### src/rtl/reg8_piso_tx.sv
// Framed parallel-in/serial-out transmitter: start bit (0), WIDTH data bits, stop bit (1),
// each bit held DIV clocks. All outputs come straight from flops.
//
// state   | meaning
// --------+---------------------------------------------------
// S_IDLE  | line high, Ready=1, waiting for an EN strobe
// S_START | line low for DIV clocks
// S_DATA  | current data bit on the line, DIV clocks per bit
// S_STOP  | line high for DIV clocks, Done follows in IDLE
module reg8_piso_tx #(
    parameter int WIDTH     = 8,
    parameter int DIV       = 4,
    parameter int MSB_FIRST = 0
) (
    input  logic             clk,
    input  logic             res,
    input  logic             EN,
    input  logic [WIDTH-1:0] Reg_In,
    output logic             Ser_Out,
    output logic             Ready,
    output logic             Busy,
    output logic             Done
);

    typedef enum logic [1:0] {S_IDLE, S_START, S_DATA, S_STOP} state_t;

    localparam int DW = $clog2(DIV + 1);
    localparam int IW = (WIDTH > 1) ? $clog2(WIDTH) : 1;
    localparam logic [DW-1:0] DIV_LAST = DW'(DIV - 1);
    localparam logic [IW-1:0] IDX_LAST = IW'(WIDTH - 1);

    state_t           state_q, state_d;
    logic [WIDTH-1:0] shreg_q, shreg_d;
    logic [DW-1:0]    div_q, div_d;
    logic [IW-1:0]    idx_q, idx_d;
    logic             ser_q, ser_d;
    logic             ready_q, ready_d;
    logic             busy_q, busy_d;
    logic             done_q, done_d;
    logic             bit_end;

    always_ff @(posedge clk or posedge res) begin
        if (res) begin
            state_q <= S_IDLE;
            shreg_q <= '0;
            div_q   <= '0;
            idx_q   <= '0;
            ser_q   <= 1'b1;
            ready_q <= 1'b1;
            busy_q  <= 1'b0;
            done_q  <= 1'b0;
        end else begin
            state_q <= state_d;
            shreg_q <= shreg_d;
            div_q   <= div_d;
            idx_q   <= idx_d;
            ser_q   <= ser_d;
            ready_q <= ready_d;
            busy_q  <= busy_d;
            done_q  <= done_d;
        end
    end

    assign bit_end = (div_q == DIV_LAST);

    always_comb begin
        state_d = state_q;
        shreg_d = shreg_q;
        div_d   = div_q;
        idx_d   = idx_q;
        case (state_q)
            S_IDLE: begin
                if (EN) begin
                    state_d = S_START;
                    shreg_d = Reg_In;
                    div_d   = '0;
                    idx_d   = '0;
                end
            end
            S_START: begin
                if (bit_end) begin
                    state_d = S_DATA;
                    div_d   = '0;
                    idx_d   = '0;
                end else begin
                    div_d = div_q + 1'b1;
                end
            end
            S_DATA: begin
                if (bit_end) begin
                    div_d = '0;
                    if (MSB_FIRST != 0) shreg_d = shreg_q << 1;
                    else                shreg_d = shreg_q >> 1;
                    // Index parks on its last value rather than wrapping.
                    if (idx_q == IDX_LAST) state_d = S_STOP;
                    else                   idx_d   = idx_q + 1'b1;
                end else begin
                    div_d = div_q + 1'b1;
                end
            end
            S_STOP: begin
                if (bit_end) begin
                    state_d = S_IDLE;
                    div_d   = '0;
                end else begin
                    div_d = div_q + 1'b1;
                end
            end
            default: state_d = S_IDLE;
        endcase
    end

    // Output flops are loaded from the next state so they line up with state_q.
    always_comb begin
        ser_d   = 1'b1;
        ready_d = (state_d == S_IDLE);
        busy_d  = (state_d != S_IDLE);
        done_d  = (state_q == S_STOP) && (state_d == S_IDLE);
        case (state_d)
            S_START: ser_d = 1'b0;
            S_DATA:  ser_d = (MSB_FIRST != 0) ? shreg_d[WIDTH-1] : shreg_d[0];
            default: ser_d = 1'b1;
        endcase
    end

    assign Ser_Out = ser_q;
    assign Ready   = ready_q;
    assign Busy    = busy_q;
    assign Done    = done_q;

endmodule

### config.mk
export PLATFORM = sky130hd
export DESIGN_NAME = reg8_piso_tx
export DESIGN_NICKNAME = d
export VERILOG_FILES = /design/src/rtl/reg8_piso_tx.sv
export SDC_FILE = /design/constraint.sdc
export NUM_CORES = 1
export LEC_CHECK = 0
export ABC_AREA = 1
export CAP_MARGIN = 0
export CORE_MARGIN = 2
export CORE_UTILIZATION = 52
export CTS_CLUSTER_DIAMETER = 80
export CTS_CLUSTER_SIZE = 24
export DETAILED_ROUTE_END_ITERATION = 10
export GPL_ROUTABILITY_DRIVEN = 0
export PLACE_DENSITY = 0.74
export SKIP_CTS_REPAIR_TIMING = 1
export SYNTH_ARGS = -nofsm -noshare
export SYNTH_HDL_FRONTEND = slang
export SYNTH_SLANG_ARGS = --single-unit
export TNS_END_PERCENT = 50
### constraint.sdc
create_clock -name clk -period 1.45 [get_ports clk]
set_input_delay 0.29 -clock clk [delete_from_list [all_inputs] [get_ports clk]]
set_output_delay 0.29 -clock clk [all_outputs]
set_load 0.01 [all_outputs]
==> flow_summary.json <==
{
  "status": "completed",
  "synth.most_common_cell": "nand2_1",
  "cts_tree": "done",
  "grt_pass1_vias": 775,
  "yosysUniqueCellTypes": 25,
  "wire_per_inst_um": 11.68,
  "rsz0062_at_grt": "no",
  "synth-async-reset-ratio_pct": 100.0,
  "yosysTopAreaCellShare_pct": 43.43,
  "synthCells": 116,
  "seq_area_frac_synth_pct": 48.49,
  "fp.dieW_um": 48.66,
  "overflow": 0,
  "routed_wl_um": 1892,
  "ys.flop_type": "dfrtp_1",
  "p_leak_nw": 0.7078,
  "path_class": "reg -> reg",
  "clk_path_buf_depth": 2,
  "clock-skew-final_ps": 1.806,
  "syn_area_um2": 1037,
  "htree_levels": 1,
  "synth_largest_area_cell": "dfrtp_1",
  "cp_top_family": "adder cells",
  "synth_seq_cells": 20,
  "start_kind": "register",
  "multi_input_area_um2": 485.5,
  "hpwl_um": 1431,
  "crit_slowest_cell": "dfrtp_1",
  "slowest_delay_ps": 410,
  "period_minus_slack_ps": 1371,
  "path_buf_inv": 0,
  "fin_setup_tns_ps": 0,
  "fmax_mhz": 729.6,
  "crit_fanout": 3,
  "nNetsFinal": 151,
  "cts_made_buffers": 3,
  "vias_per_cell": 5.012,
  "synth_common_cells": "38 x nand2_1, 18 x dfrtp_1, 10 x nand3_1",
  "io_buffers": 14,
  "cp-end-kind": "register",
  "seq_area_um2": 503.0,
  "cts_root_buf": "clkbuf_4",
  "clk_pin_slew_ps": 100,
  "maxCapViolCount": 0,
  "die_y_um": 48.66,
  "worst_slew_pin_slew_ps": 354.1,
  "fp-row-count": 16,
  "synthTopCellsByArea": "dfrtp_1 43%, nand2_1 14%, dfstp_2 5.1%",
  "power.density_nw_per_um2": 1755,
  "fin_ws_ps": 79.43,
  "drt_iter0_markers": 13,
  "grt_max_degree": 15,
  "r2r_end": "idx_q[0]",
  "first_pass_iters": 4,
  "area_delta_synth_final_pct": 23.04,
  "final_area_um2": 1276,
  "antenna_found_initial": 0,
  "drc": 0,
  "pin_count": 15,
  "synth-edff-count": 0,
  "cts_sinks": 20,
  "slew_headroom_pct": 76.39,
  "final_util_pct": 66.41,
  "antenna_left": 0,
  "layout-drive-gt1-share_pct": 19.26,
  "min_path_type": "in -> async",
  "dieArea_um2": 2368,
  "drv_slew": 0,
  "grtUsageTotal_pct": 18.80,
  "fillCellCount": 174,
  "yosysWarnings": 0,
  "crit_chain": "ha_1, ha_1, o21ai_1, nand3_1, o21ai_1",
  "num_vias": 812,
  "reg2reg_slack_ps": 80,
  "finalHoldViolCount": 0,
  "start_util_pct": 53.97,
  "r2r_cells": 5,
  "vdd_drop_max_v": 0.001088,
  "worstReg2RegStart": "idx_q[0]",
  "preCtsSetupSlack_ps": -11.13,
  "critPathArrivalTime_ps": 1590,
  "syn_area_per_cell_um2": 8.942,
  "synth.net_count": 130,
  "grt_pass1_wl_um": 3463,
  "timing.hold.ws_ps": 195.7,
  "cp.required_ps": 1670,
  "core_area_um2": 1922,
  "clk_latency_ps": 290,
  "place_area_um2": 1221,
  "final.period_utilization_pct": 94.52,
  "setup_violations": 0,
  "antenna_cells": 0
}
[through the flow]
| step | power [W] | std cells |
|---|---|---|
| finish | 0.002240 | 162 |
| global route | 0.002442 | 162 |
| CTS | 0.002220 | 161 |
| detailed placement | 0.001956 | 158 |
| global placement | 0.001915 | 158 |
| floorplan | 0.001677 | 116 |
[power by group]
group	internal [W]	total, W	switching (W)
clock network	0.0000968	0.000254	0.000157
logic	0.000420	0.00101	0.000593
registers	0.000793	0.000974	0.000180
[layer usage]
| layer | vias up | share of wire [%] | GRT usage (%) |
|---|---|---|---|
| met4 | 0 | 1.1 | 7.143 |
| met1 | 383 | 46 | 23.83 |
| li1 | 412 | - | - |
| met3 | 2 | 3.9 | 4.630 |
| met5 | - | 0 | 0 |
| met2 | 15 | 49 | 31.05 |
[sequential cells by signal, indices dropped and copies added, names as in the netlist]
name	count
shreg_q	8
state_q	2
idx_q	3
Ser_Out	1
div_q	3
Done	1
Ready	1
Busy	1
[placed cells by master (no fill, tap or decap)]
master / count
dfrtp_1: 18
ha_4: 1
nor2_4: 3
a21boi_0: 1
nor2_8: 1
inv_1: 8
dlymetal6s2s_1: 4
inv_4: 1
dfstp_2: 2
buf_4: 3
clkbuf_4: 3
a211oi_1: 1
a22oi_1: 6
clkdlybuf4s50_1: 10
nand2_1: 38
o21ai_1: 3
ha_1: 2
nand2_4: 4
nand2_8: 1
nor3_1: 1
nand2_2: 1
nor2_2: 2
o31ai_1: 1
nor2_1: 3
inv_2: 4
nand4_1: 1
nand3_1: 10
clkinv_1: 2
[cell type report]
class                           instances  share of cell area (%)
Sequential cell                        20                   39.41
Multi-Input combinational cell         80                   38.04
Timing Repair Buffer                   17                   13.53
Inverter                               15                   4.608
Tap cell                               27                   2.647
Clock buffer                            3                   1.765
[cell families after synthesis]
logic type               after synthesis  share of synthesized area [%]
AND/OR/NAND/NOR                       65                          33.78
flip-flops                            20                          48.49
buffers and inverters                 16                          6.152
AO/OA/AOI/OAI                         12                          7.961
adder cells (fa/ha/maj)                3                          3.619
[how the worst max path moves through the flow]
stage	slack [ps]	startpoint	end	depth (start not counted)
floorplan	140	idx_q[0]	idx_q[0]	6
CTS	-230	Ser_Out	Ser_Out	1
finish	80	idx_q[0]	idx_q[0]	5
global placement	30	EN	Ser_Out	7
detailed placement	-10	EN	Ser_Out	8
global route	1	state_q[1]	Ser_Out	8
(Power assumes the default switching activity.)
